## src/rtl/rc_pwm_capture.sv

```systemverilog
// rc_pwm_capture
//   Single-channel RC servo/receiver PWM pulse-width capture. Measures the
//   high time of an asynchronous PWM input in microseconds, range-checks it
//   and publishes the accepted width with a one-cycle ready strobe. A
//   signal-loss timeout forces a fail-safe (valid=0, value=0) when no good
//   pulse has been seen for TIMEOUT_US.
//
// Ports
//   i_clk        system clock
//   i_resetn     asynchronous active-low reset
//   i_pwm        asynchronous PWM input
//   o_pwm_value  last accepted pulse width in us (held between updates)
//   o_pwm_ready  one-cycle strobe when o_pwm_value updates
//   o_pwm_valid  level: a valid pulse was accepted within TIMEOUT_US
//   o_pwm_error  one-cycle strobe on a rejected pulse
module rc_pwm_capture #(
  parameter int CLK_FREQ_HZ = 48000000,
  parameter int MIN_US      = 800,
  parameter int MAX_US      = 2200,
  parameter int TIMEOUT_US  = 25000
) (
  input  logic        i_clk,
  input  logic        i_resetn,
  input  logic        i_pwm,
  output logic [15:0] o_pwm_value,
  output logic        o_pwm_ready,
  output logic        o_pwm_valid,
  output logic        o_pwm_error
);

  localparam int              DIV      = CLK_FREQ_HZ / 1000000;
  localparam int              PW       = $clog2(DIV);
  localparam logic [PW-1:0]   PRE_LAST = PW'(DIV - 1);
  localparam logic [16:0]     MIN_W    = 17'(MIN_US);
  localparam logic [16:0]     MAX_W    = 17'(MAX_US);
  localparam logic [15:0]     TO_MAX   = 16'(TIMEOUT_US);
  localparam logic [15:0]     TO_PRE   = 16'(TIMEOUT_US - 1);

  typedef enum logic [1:0] {WAIT_LOW, ARMED, HIGH} state_t;

  // Saturating microsecond counter used for signal-loss timing.
  function automatic logic [15:0] sat_inc(input logic [15:0] cnt, input logic tick);
    if (tick && cnt != TO_MAX) return cnt + 16'd1;
    return cnt;
  endfunction

  logic          pwm_p0, pwm_p1, pwm_p2;
  logic [1:0]    fill;
  logic [PW-1:0] presc;
  logic [15:0]   us_cnt, to_cnt;
  state_t        state;

  logic        rise, fall, tick;
  logic [16:0] us_next;

  assign rise = pwm_p1 & ~pwm_p2;
  assign fall = ~pwm_p1 & pwm_p2;
  assign tick = (presc == PRE_LAST);
  // Including the current cycle's tick makes the width floor(high_cycles/DIV).
  assign us_next = {1'b0, us_cnt} + {16'd0, tick};

  // Stage p0/p1: two-flop synchroniser; p2: previous value for edge detect.
  // fill marks when pwm_p1 holds a genuine post-reset sample, so WAIT_LOW
  // cannot be satisfied by the reset value of the synchroniser.
  always_ff @(posedge i_clk or negedge i_resetn) begin
    if (!i_resetn) begin
      pwm_p0 <= 1'b0;
      pwm_p1 <= 1'b0;
      pwm_p2 <= 1'b0;
      fill   <= 2'd0;
      presc  <= '0;
    end else begin
      pwm_p0 <= i_pwm;
      pwm_p1 <= pwm_p0;
      pwm_p2 <= pwm_p1;
      if (fill != 2'd2) fill <= fill + 2'd1;
      if (rise || tick) presc <= '0;
      else              presc <= presc + PW'(1);
    end
  end

  always_ff @(posedge i_clk or negedge i_resetn) begin
    if (!i_resetn) begin
      state       <= WAIT_LOW;
      us_cnt      <= 16'd0;
      to_cnt      <= 16'd0;
      o_pwm_value <= 16'd0;
      o_pwm_ready <= 1'b0;
      o_pwm_valid <= 1'b0;
      o_pwm_error <= 1'b0;
    end else begin
      o_pwm_ready <= 1'b0;
      o_pwm_error <= 1'b0;
      to_cnt      <= sat_inc(to_cnt, tick);
      if (tick && to_cnt == TO_PRE) begin
        o_pwm_valid <= 1'b0;
        o_pwm_value <= 16'd0;
      end
      case (state)
        WAIT_LOW: begin
          if (fill == 2'd2 && !pwm_p1) state <= ARMED;
        end
        ARMED: begin
          if (rise) begin
            us_cnt <= 16'd0;
            state  <= HIGH;
          end
        end
        HIGH: begin
          if (us_next > MAX_W) begin
            // Stuck-high or overlong: drop valid and ignore the rest of it.
            o_pwm_error <= 1'b1;
            o_pwm_valid <= 1'b0;
            state       <= WAIT_LOW;
          end else if (fall) begin
            state <= ARMED;
            if (us_next >= MIN_W) begin
              // Placed after the timeout update so an accept wins a tie.
              o_pwm_value <= us_next[15:0];
              o_pwm_ready <= 1'b1;
              o_pwm_valid <= 1'b1;
              to_cnt      <= 16'd0;
            end else begin
              o_pwm_error <= 1'b1;
            end
          end else begin
            us_cnt <= us_next[15:0];
          end
        end
        default: state <= WAIT_LOW;
      endcase
    end
  end

endmodule

```

## config.mk

```make
export PLATFORM = sky130hd
export DESIGN_NAME = rc_pwm_capture
export DESIGN_NICKNAME = d
export VERILOG_FILES = /design/src/rtl/rc_pwm_capture.sv
export SDC_FILE = /design/constraint.sdc
export NUM_CORES = 1
export LEC_CHECK = 0
export CAP_MARGIN = 20
export CORE_UTILIZATION = 41
export DETAILED_ROUTE_END_ITERATION = 12
export GPL_TIMING_DRIVEN = 0
export PLACE_DENSITY_LB_ADDON = 0.12
export SLEW_MARGIN = 20
export SYNTH_ARGS = -nofsm -noshare
export SYNTH_HDL_FRONTEND = slang
export SYNTH_SLANG_ARGS = --single-unit
```

## constraint.sdc

```tcl
create_clock -name i_clk -period 3.4 [get_ports i_clk]
set_input_delay 0.51 -clock i_clk [delete_from_list [all_inputs] [get_ports i_clk]]
set_output_delay 0.51 -clock i_clk [all_outputs]
set_load 0.01 [all_outputs]
```

* After elaboration in Yosys (flattened, before gate mapping)
Index checks and enable logic that the tools add are counted.
Widths: inputs -> output; s select.
** Word-level totals
- Word-level logic and storage cells :: 78
- Register bits :: 64
- Input bits :: 3
- Output and inout port bits :: 19
** Operators by class
- Order comparisons :: 2
- Add/subtract/negate cells :: 4
- Reduce and logical (&&, ||, !) cells :: 9
- Equality and inequality tests :: 12
- Bitwise operators :: 4
- Multiplexer cells :: 35
** Operator list (count)
- $mux 16 :: 14
- $pmux 16 s2 :: 1
- $add 16x1->17 :: 1
- $ge 17x10->1 const B :: 1
- $gt 17x12->1 const B :: 1
- $add 16x1->16 const B :: 1
- $eq 16x15->1 const B :: 1
- $ne 16x15->1 const B :: 1
- $mux 1 :: 14
- $ne 2x2->1 const B :: 5
- $mux 2 :: 4
- $add 6x1->6 const B :: 1
- $eq 6x6->1 const B :: 1
- $mux 6 :: 1
- $pmux 2 s3 :: 1
- $eq 2x2->1 const B :: 2
- $reduce_and 4->1 :: 1
- $logic_and 1x1->1 :: 3
- $ne 3x3->1 const B :: 1
- $reduce_and 3->1 :: 1
- $add 2x1->2 const B :: 1
- $and 1x1->1 :: 2
- $eq 2x1->1 const B :: 1
- $logic_not 2->1 :: 1
- other kinds (4) :: 5

* Logic depth before layout (Yosys ltp)
Gate-level depths: netlist of run 1.
- Word-level depth :: 8
- Gate-level depth with buffers :: 14
- Mapped depth without buffers :: 12

* Worst setup path before layout of run 1
Ideal clock, no wire load.
- Kind :: register to register
- From :: register presc[0]
- To :: register o_pwm_value[14]
- Period minus slack after synthesis :: 3.685 ns
- Cell stages (with the launch flop) :: 15
- Data required time :: 3.280 ns
- Library setup time :: 0.120 ns
- Path slack :: -0.285 ns
- Arrival :: 3.565 ns
- Path buffers :: 2
- Cells stage by stage :: dfrtp_1 -> ha_1 -> nand3_1 -> nor3b_1 -> ha_1 -> ha_1 -> buf_2 -> nand3_1 -> nor4_1 -> mux2_2 -> a211oi_1 -> o211ai_2 -> nor3_4 -> buf_6 -> and3b_1
** On the way
- Cells in the longest elaborated chain, start to end :: 7
- Elaborated cells between the ends (all ways) :: 10
- Those cells by class :: add/sub: 1; order compare: 2; eq/ne: 1; mux: 5; reduce/logical: 1
** Ends and longest elaborated chain
- start, declared :: RTL line 49 : logic [PW-1:0] presc;
- start signal, assigned :: RTL line 78 : else presc <= presc + PW'(1);
- $eq 6x6->1 * :: RTL line 58 : assign tick = (presc == PRE_LAST);
- $add 16x1->17 / $logic_and 1x1->1 (equally long branches) :: RTL line 60, 95
- $ge 17x10->1 / $mux 16 (equally long branches) :: RTL line 117, 95
- $mux 16 :: RTL line 117 : if (us_next >= MIN_W) begin
- $mux 16 :: RTL line 115 : end else if (fall) begin
- $mux 16 :: RTL line 110 : if (us_next > MAX_W) begin
- $mux 16 * :: RTL line 99 : case (state)
- end signal, assigned :: RTL line 119 : o_pwm_value <= us_next[15:0];
- end, declared :: RTL line 25 : output logic [15:0] o_pwm_value,
Every way passes the cells marked *; elsewhere a longest branch is shown, timed or not.
A chain may end at the register's enable or synchronous reset.

* Worst setup path in the final report of run 1
- From :: register presc[0]
- To :: register o_pwm_value[3]
The elaborated chain is that of the path after synthesis.

==> impl_metrics.json, run 1 <==
{
  "initial_core_util_pct": 42.64,
  "startpoint_type": "register",
  "detail_route.vias_per_cell": 5.231,
  "portBuffers": 21,
  "cts_root_buffer": "clkbuf_8",
  "rows": 32,
  "wire_per_inst_um": 14.91,
  "outcome": "finished clean",
  "mappedNetlistArea_um2": 3329,
  "clk_latency_ns": 0.33,
  "r2r_end": "o_pwm_value[3]",
  "drc": 0,
  "die_h_um": 92.12,
  "ys_warn_count": 0,
  "grt_pass1_wl_um": 12560,
  "vdd_drop_max_mv": 0.1859,
  "die_w_um": 92.12,
  "syn_to_final_growth_pct": 28.67,
  "cp-end-kind": "register",
  "h-tree-depth": 3,
  "clockBufferDepth": 2,
  "vias": 2600,
  "min_period_ns": 3.287,
  "postCtsHoldBufs": 0,
  "critPathArrivalTime_ns": 3.54,
  "core_area_um2": 7807,
  "async_flop_share_pct": 100.0,
  "maxCapViolCount": 0,
  "nets": 399,
  "grt_pass1_vias": 2454,
  "grtUsageTotal_pct": 19.13,
  "ios": 22,
  "timing.rr.start": "presc[0]",
  "cp_common_cell": "ha_4",
  "ys.flop_type": "dfrtp_1",
  "ys_ff_latch": 64,
  "critical_path_buf_inv_count": 3,
  "ys_seq_area_share_pct": 48.10,
  "globalplace.congestion": 0.8939,
  "slew_headroom_pct": 61.09,
  "crit_path_cell_trace": "ha_4 > nand3_4 > nor3b_4 > ha_4 > ha_4 > buf_6 > nand3_4 > nor4_4 > mux2_4 > a211oi_4 > o211ai_4 > nor3_4 > buf_6 > buf_8 > mux2i_2",
  "hp-class": "input pin to async pin",
  "setup_slack_ns": 0.1133,
  "wirelength_um": 7408,
  "diodes": 0,
  "critPathCapture": "o_pwm_value[3]",
  "cts_buffers": 9,
  "min_period_over_period_pct": 96.67,
  "fin_skew_ns": 0.007482,
  "ant_nets": 0,
  "cp_slowest_cell": "dfrtp_1",
  "grt_setup_unrepaired": "yes",
  "setup_violations": 0,
  "path_depth": 15,
  "cp_top_family": "simple AND/OR/NAND/NOR gates",
  "r2r_setup_slack_ns": 0.11,
  "cts.clk_slew.worst_paths_ns": 0.07,
  "crit_required_ns": 3.65,
  "first_pass_iters": 4,
  "drt-initial-drc-count": 163,
  "synth.distinct_cells": 53,
  "dieArea_um2": 8485,
  "cts_sinks": 64,
  "p_leak_uw": 0.001788,
  "place_area_um2": 3710,
  "power.total_uw": 1579,
  "grt_max_degree": 47,
  "drive_gt1_share_pct": 20.25,
  "synth_nets": 346,
  "cp_slowest_stage_delay_ns": 0.40,
  "cp_max_fo": 6,
  "hold_viol": 0,
  "powerDensity_nw_per_um2": 368.6,
  "tritoncts": "done",
  "netlist_instances": 337,
  "stdcell_area_um2": 4284,
  "worstMarginPinSlew_ns": 0.5814,
  "syn_avg_cell_area_um2": 9.880,
  "critPathKind": "register to register",
  "grt-ovfl-total": 0,
  "r2r_cells": 15,
  "max_freq_ghz": 0.3043,
  "crit_start": "presc[0]",
  "drv_slew": 0,
  "place_ws_ns": -0.7218,
  "dpl.hpwl_um": 4861,
  "synth_edf_count": 0,
  "hold_slack_ns": 0.04340,
  "antenna_found_initial": 0
}
## where the power goes
part           switching (uW)  leakage, uW  internal, uW
clock                     301     0.000101           376
combinational            53.4     0.000813          39.1
sequential               26.3     0.000874           783
## placed cells by master, fill, tap and decap left out, types with 3 or more instances in the layout
cell type and count:
o21ai_1 4, inv_1 17, dfrtp_1 64, o21ai_0 4, nand2b_1 3, nand3_1 15
nand4_1 7, mux2i_1 18, nand2_1 33, nor4_1 3, buf_4 18, a21oi_1 8
clkbuf_1 5, clkdlybuf4s50_1 20, or3_1 6, clkbuf_8 11, buf_2 6, nor2_2 5
xnor2_1 15, xor2_1 14, buf_6 5, ha_4 3, a21o_1 5, and3b_1 4
nor3_1 4, buf_12 3, nor2b_1 3, and4_1 3, nor2_1 35, ha_1 3
## cell usage after synthesis, types with 2 or more instances
| master | instances | area, um^2 |
|---|---|---|
| a21oi_1 | 8 | 40.04 |
| clkbuf_1 | 5 | 18.77 |
| and2_1 | 2 | 12.51 |
| nor3b_1 | 2 | 15.01 |
| o21ai_0 | 4 | 20.02 |
| o31a_1 | 2 | 17.52 |
| xor2_1 | 14 | 122.6 |
| mux2i_1 | 19 | 190.2 |
| buf_4 | 3 | 22.52 |
| nor2_1 | 41 | 153.9 |
| inv_1 | 17 | 63.81 |
| o21ai_1 | 5 | 25.02 |
| nand3b_1 | 2 | 15.01 |
| o21a_1 | 2 | 15.01 |
| nor3_1 | 4 | 20.02 |
| nand2b_1 | 3 | 18.77 |
| nor4_1 | 6 | 37.54 |
| o211ai_1 | 2 | 15.01 |
| and4_1 | 3 | 26.28 |
| ha_1 | 6 | 75.07 |
| a21o_1 | 5 | 37.54 |
| or3_1 | 6 | 37.54 |
| nand2_1 | 33 | 123.9 |
| nand4_1 | 7 | 43.79 |
| and3b_1 | 4 | 35.03 |
| nor2b_1 | 3 | 18.77 |
| xnor2_1 | 16 | 140.1 |
| dfrtp_1 | 64 | 1602 |
| nand3_1 | 17 | 85.08 |
| buf_2 | 9 | 45.04 |
## sequential cells by signal (all words and copies together), names as in the netlist
name and flops:
pwm_p2 1, o_pwm_error 1, o_pwm_value 16, pwm_p1 1, o_pwm_valid 1, presc 6, fill 2, us_cnt 16
pwm_p0 1, to_cnt 16, o_pwm_ready 1, state 2
## metal layers
metal | part of all wire (%) | routed length (um) | GRT usage, % | vias to the layer above
met5 | 0 | 0 | 0 | -
met4 | 1.3 | 97 | 7.552 | 0
li1 | - | - | - | 1269
met1 | 51 | 3788 | 28.18 | 1279
met2 | 44 | 3290 | 27.11 | 44
met3 | 3.1 | 230 | 4.229 | 8
## cells by family after synthesis
| family | Yosys count | share of synthesized area (%) |
|---|---|---|
| compound gates | 40 | 8.381 |
| buf+inv | 35 | 4.848 |
| flops | 64 | 48.10 |
| fa+ha+maj | 6 | 2.255 |
| mux | 20 | 6.050 |
| xor+xnor | 30 | 7.892 |
| simple gates | 142 | 22.47 |
## layout make-up
cell class	count	area, um^2
multi-input combinational	238	1734
clock inverter	5	55.05
fill	697	3523
sequential	64	1602
clock buffer	11	151.4
inverter	17	63.81
tap	102	127.6
buffer	18	128.9
timing repair buffer	42	421.7
## how the worst min path moves through the flow
stage,cells past startpoint,endpoint,slack [ns]
6_report,1,to_cnt[7],0.04
4_1_cts,1,to_cnt[8],0.04
3_5_place_dp,0,pwm_p1,0.34
3_3_place_gp,0,pwm_p1,0.34
2_1_floorplan,0,fill[0],0.21
5_1_grt,1,to_cnt[8],0.04
## per-stage QoR
stage	utilization, %	setup TNS [ns]	instances
final	54.87	0	497
after global placement	47.20	-51.36	460
after floorplan	-	0	337
after detailed placement	47.52	-30.25	461
after CTS	52.07	0	486
after global routing	54.87	-1.796	497
## repair_timing
| item | 4_1_cts | 5_1_grt |
|---|---|---|
| gates cloned | 1 | 0 |
| setup buffers | 8 | 12 |
| resized for setup | 13 | 26 |
| pin swaps | 6 | 10 |
| endpoints found under the setup margin | 53 | 53 |
## worst reg2reg max path, cell delays in order (launching register included)
cell	delay (ns)
dfrtp_1	0.40
ha_4	0.17
nand3_4	0.09
nor3b_4	0.27
ha_4	0.21
ha_4	0.13
buf_6	0.11
nand3_4	0.13
nor4_4	0.19
mux2_4	0.34
a211oi_4	0.29
o211ai_4	0.16
nor3_4	0.23
buf_6	0.16
buf_8	0.13
mux2i_2	0.21
Note: power is estimated with default switching activity, not from simulation.
==> inputs of run 2 (changes only) <==
- CORE_UTILIZATION: 41 -> 53
==> run 2 against run 1 <==
Against the previous run:
- hold slack worse by 0.0085 ns
- first-iteration DRC count up 29%
- non-clock buffer count down 2
- via count down 1.2%
- final cell count down 6.0%
- setup slack worse by 0.10 ns
- largest cell class unchanged
==> impl_metrics.json, run 2 (synthesized netlist as in run 1, its figures left out) <==
{
  "cts_root_buffer": "clkbuf_8",
  "ant_nets": 0,
  "min_period_over_period_pct": 99.72,
  "setup_tns_ns": 0,
  "critPathKind": "register to register",
  "outcome": "finished clean",
  "cp-end-kind": "register",
  "dpl.hpwl_um": 4645,
  "dp.cells": 434,
  "min_period_ns": 3.391,
  "post-route-util_pct": 69.86,
  "max_freq_ghz": 0.2949,
  "wirelength_um": 7297,
  "vdd_drop_max_mv": 0.2348,
  "grt_pass1_wl_um": 11630,
  "drc": 0,
  "crit_required_ns": 3.67,
  "critPathArrivalTime_ns": 3.66,
  "top_regs": "o_pwm_value x16, to_cnt x16, us_cnt x16",
  "r2r_end": "o_pwm_value[10]",
  "clk_latency_ns": 0.34,
  "vias": 2569,
  "maxCapViolCount": 0,
  "final_cells": 467,
  "fin_skew_ns": 0.006774,
  "startpoint_type": "register",
  "grt_pass1_vias": 2346,
  "setup_violations": 0,
  "cts_buffers": 9,
  "dieArea_um2": 6603,
  "initial_core_util_pct": 55.58,
  "hold_viol": 0,
  "slew_headroom_pct": 64.69,
  "postCtsHoldBufs": 0,
  "cts_sinks": 64,
  "h-tree-depth": 3,
  "ios": 22,
  "r2r_setup_slack_ns": 0.009,
  "antenna_found_initial": 0,
  "clockBufferDepth": 2,
  "grt_setup_unrepaired": "yes",
  "hold_slack_ns": 0.03486,
  "detail_route.vias_per_cell": 5.501,
  "core_area_um2": 5991,
  "layout_common_cells": "dfrtp_1 (64), nor2_1 (40), nand2_1 (33)",
  "first_pass_iters": 4,
  "drt-initial-drc-count": 211,
  "drive_gt1_share_pct": 17.86,
  "timing.rr.start": "presc[1]",
  "r2r_cells": 15,
  "grtUsageTotal_pct": 24.01,
  "worstMarginPinSlew_ns": 0.5277,
  "drv_slew": 0,
  "grt_max_degree": 47,
  "layout_commonest_cell": "dfrtp_1",
  "wire_per_inst_um": 15.63,
  "grt-ovfl-total": 0,
  "nets": 397,
  "globalplace.congestion": 0.8975,
  "diodes": 0,
  "cp_max_fo": 10,
  "rows": 28,
  "die_h_um": 81.26,
  "cts.clk_slew.worst_paths_ns": 0.07,
  "hp-class": "input pin to async pin",
  "p_leak_uw": 0.001773,
  "portBuffers": 21,
  "powerDensity_nw_per_um2": 365.1,
  "die_w_um": 81.26,
  "tritoncts": "done",
  "syn_to_final_growth_pct": 25.70
}
==> run 2: cell type report <==
type,count,area [um^2]
Inverter,17,63.81
Timing Repair Buffer,40,400.4
Clock inverter,2,12.51
Tap cell,75,93.84
Multi-Input combinational cell,238,1709
Buffer,18,125.1
Fill cell,481,1805
Sequential cell,64,1602
Clock buffer,13,178.9
==> run 2: how the worst max path moves through the flow <==
| stage | start | endpoint |
|---|---|---|
| finish | presc[1] | o_pwm_value[10] |
| global route | presc[1] | o_pwm_value[0] |
| CTS | presc[0] | o_pwm_value[14] |
| detailed placement | presc[0] | o_pwm_value[9] |
| global placement | presc[0] | o_pwm_value[11] |
| floorplan | presc[0] | o_pwm_value[14] |
==> run 2: power breakdown <==
group          internal (uW)  switching (uW)
clock                    339             287
sequential               784            26.4
combinational           38.9            53.5
total                   1160             367
==> run 2: per-stage QoR <==
step	total power [uW]	cell area (um^2)	setup WS (ns)
2_1_floorplan	859.6	3347	0.01254
3_3_place_gp	890.6	3651	-0.6470
3_5_place_dp	896.8	3676	-0.7135
4_1_cts	1525	4000	0.01520
5_1_grt	1593	4185	-0.1130
6_report	1528	4185	0.009450
==> run 2: critical path: stages, from the launching register on <==
cell and delay (ns):
dfrtp_1 0.39, ha_4 0.17, nand3_4 0.09, nor3b_4 0.28, ha_4 0.19, ha_4 0.12
buf_6 0.12, nand3_4 0.11, nor4_4 0.32, mux2_4 0.34, a211oi_4 0.29, o211ai_4 0.17
nor3_4 0.24, buf_12 0.15, buf_8 0.14, mux2i_1 0.18
==> run 2: timing repair <==
item / 4_1_cts / 5_1_grt
setup buffers: 6 / 11
gates resized for setup: 12 / 15
endpoints found under the setup margin: 53 / 36
pin swaps: 5 / 11
gates cloned: 0 / 1
==> run 2: layer usage <==
metal,vias to the layer above,routed length [um],GRT usage [%]
li1,1260,-,-
met1,1240,3538,34.60
met2,59,3279,34.17
met3,10,340,4.831
met4,0,138,11.43
met5,-,0,0
==> inputs of run 3 (changes only) <==
- GPL_TIMING_DRIVEN: 0 -> unset
==> run 3 against run 2 <==
Against the previous run:
- the run now ends with setup timing left
- setup slack worse by 0.022 ns
- cell area is 2.4% lower
- clock skew is 0.0028 ns higher
- sequential power is 0.5% lower
- final cell count is 3.2% lower
- critical endpoint is now to_cnt[2]
==> impl_metrics.json, run 3 (synthesized netlist as in run 1, its figures left out) <==
{
  "hold_viol": 0,
  "drc": 0,
  "outcome": "complete, but fails checks",
  "nFillCells": 444,
  "syn_to_final_growth_pct": 22.66,
  "power.total_uw": 1583,
  "cp-end-kind": "register",
  "powerDensity_nw_per_um2": 387.5,
  "antenna_found_initial": 0,
  "setup_violations": 13,
  "grt_pass1_wl_um": 11400,
  "place_area_um2": 3651,
  "layout_common_cells": "dfrtp_1 (64), nor2_1 (40), nand2_1 (33)",
  "initial_core_util_pct": 55.58,
  "grtUsageTotal_pct": 23.36,
  "hp-class": "input pin to async pin",
  "layout_commonest_cell": "dfrtp_1",
  "drive_gt1_share_pct": 15.65,
  "globalplace.congestion": 0.8590,
  "regArea_um2": 1602,
  "cp_max_fo": 16,
  "failed_checks": "setup timing",
  "setup_slack_ns": -0.01294,
  "p_leak_uw": 0.001724,
  "grt_setup_unrepaired": "yes",
  "grt_max_degree": 43,
  "portBuffers": 21,
  "nets": 382,
  "maxCapViolCount": 0,
  "r2r_cells": 14,
  "top_regs": "o_pwm_value x16, to_cnt x16, us_cnt x16",
  "min_period_ns": 3.413,
  "vias": 2536,
  "worstMarginPinSlew_ns": 0.6047,
  "fin_skew_ns": 0.009531,
  "grt_pass1_vias": 2336,
  "wire_per_inst_um": 16.42,
  "diodes": 0,
  "critPathArrivalTime_ns": 3.65,
  "multi_input_area_um2": 1678,
  "first_pass_iters": 4,
  "post-route-util_pct": 68.17,
  "critPathKind": "register to register",
  "min_period_over_period_pct": 100.4,
  "max_freq_ghz": 0.2930,
  "cts_root_buffer": "clkbuf_8",
  "detail_route.vias_per_cell": 5.611,
  "r2r_setup_slack_ns": -0.01,
  "stdcell_area_um2": 4084,
  "startpoint_type": "register",
  "clk_latency_ns": 0.35,
  "ant_nets": 0,
  "die_h_um": 81.26,
  "crit_required_ns": 3.63,
  "drv_slew": 0,
  "place_ws_ns": -0.1072,
  "ios": 22,
  "dpl.hpwl_um": 4636,
  "postCtsHoldBufs": 0,
  "tritoncts": "done",
  "vdd_drop_max_mv": 0.3437,
  "dieArea_um2": 6603,
  "final_cells": 452,
  "drt-initial-drc-count": 248,
  "rows": 28,
  "cts_sinks": 64,
  "h-tree-depth": 3,
  "dp.cells": 427,
  "wirelength_um": 7420,
  "cts_buffers": 9,
  "core_area_um2": 5991,
  "grt-ovfl-total": 0,
  "cts.clk_slew.worst_paths_ns": 0.07,
  "timing.rr.start": "presc[0]",
  "clockBufferDepth": 2,
  "die_w_um": 81.26,
  "slew_headroom_pct": 59.54,
  "r2r_end": "to_cnt[2]"
}
run 3: cell count changes in the layout (fill, tap and decap cells not counted), sizes merged:
cell | before | now
clkbuf | 21 | 12
bufinv | 0 | 2
clkinvlp | 1 | 0
buf | 30 | 21
bufbuf | 0 | 1
clkinv | 1 | 2
run 3: what timing repair did:
action / CTS / global route
pin swaps: 3 / 8
endpoints found under the setup margin: 31 / 49
endpoints found under the hold margin: 0 / 0
cloned: 1 / 1
buffers inserted: 0 / 8
gates resized for setup: 4 / 14
run 3: final cells by class:
cell class | instances | area share [%]
Clock inverter | 4 | 1.716
Sequential cell | 64 | 39.22
Tap cell | 75 | 2.298
Inverter | 17 | 1.562
Multi-Input combinational cell | 238 | 41.08
Clock buffer | 11 | 3.217
Timing Repair Buffer | 43 | 10.91
run 3: power by group:
| group | internal [uW] | switching, uW | leakage, uW | total, uW |
|---|---|---|---|---|
| Combinational | 33.3 | 51.6 | 0.000747 | 84.9 |
| Sequential | 784 | 22.3 | 0.000874 | 806 |
| Clock | 407 | 285 | 0.000103 | 692 |
run 3: critical path, stage by stage, from the launching register on:
cell,delay [ns]
dfrtp_1,0.37
ha_2,0.20
nand3_2,0.10
nor3b_2,0.21
ha_2,0.26
ha_4,0.17
nand3_4,0.10
nor4_4,0.35
mux2_4,0.34
a211oi_4,0.30
o211ai_4,0.18
nor3_4,0.25
buf_12,0.14
bufbuf_16,0.27
nor2_1,0.05
run 3: worst max path at each step:
stage	from	to	slack, ns	depth (start not counted)
after floorplan	presc[0]	o_pwm_value[14]	0.01	14
after global placement	presc[0]	us_cnt[10]	0.04	12
after detailed placement	presc[0]	us_cnt[4]	-0.11	12
after CTS	presc[0]	o_pwm_value[14]	0.001	13
after global routing	presc[0]	to_cnt[1]	-0.14	14
final	presc[0]	to_cnt[2]	-0.01	14
run 3: routing by layer:
metal	track usage [%]	up-vias	part of all wire, %
met4	10.00	0	1.5
met1	33.72	1233	49
met3	4.719	12	4.2
met2	33.75	61	45
li1	-	1230	-
met5	0	-	0
run 3: metrics by stage:
stage,hold slack [ns],TNS (ns)
after floorplan,0.2144,0
after CTS,0.1400,0
after global placement,0.3384,0
after detailed placement,0.3373,-1.244
after global routing,0.1656,-3.879
final,0.1130,-0.06306
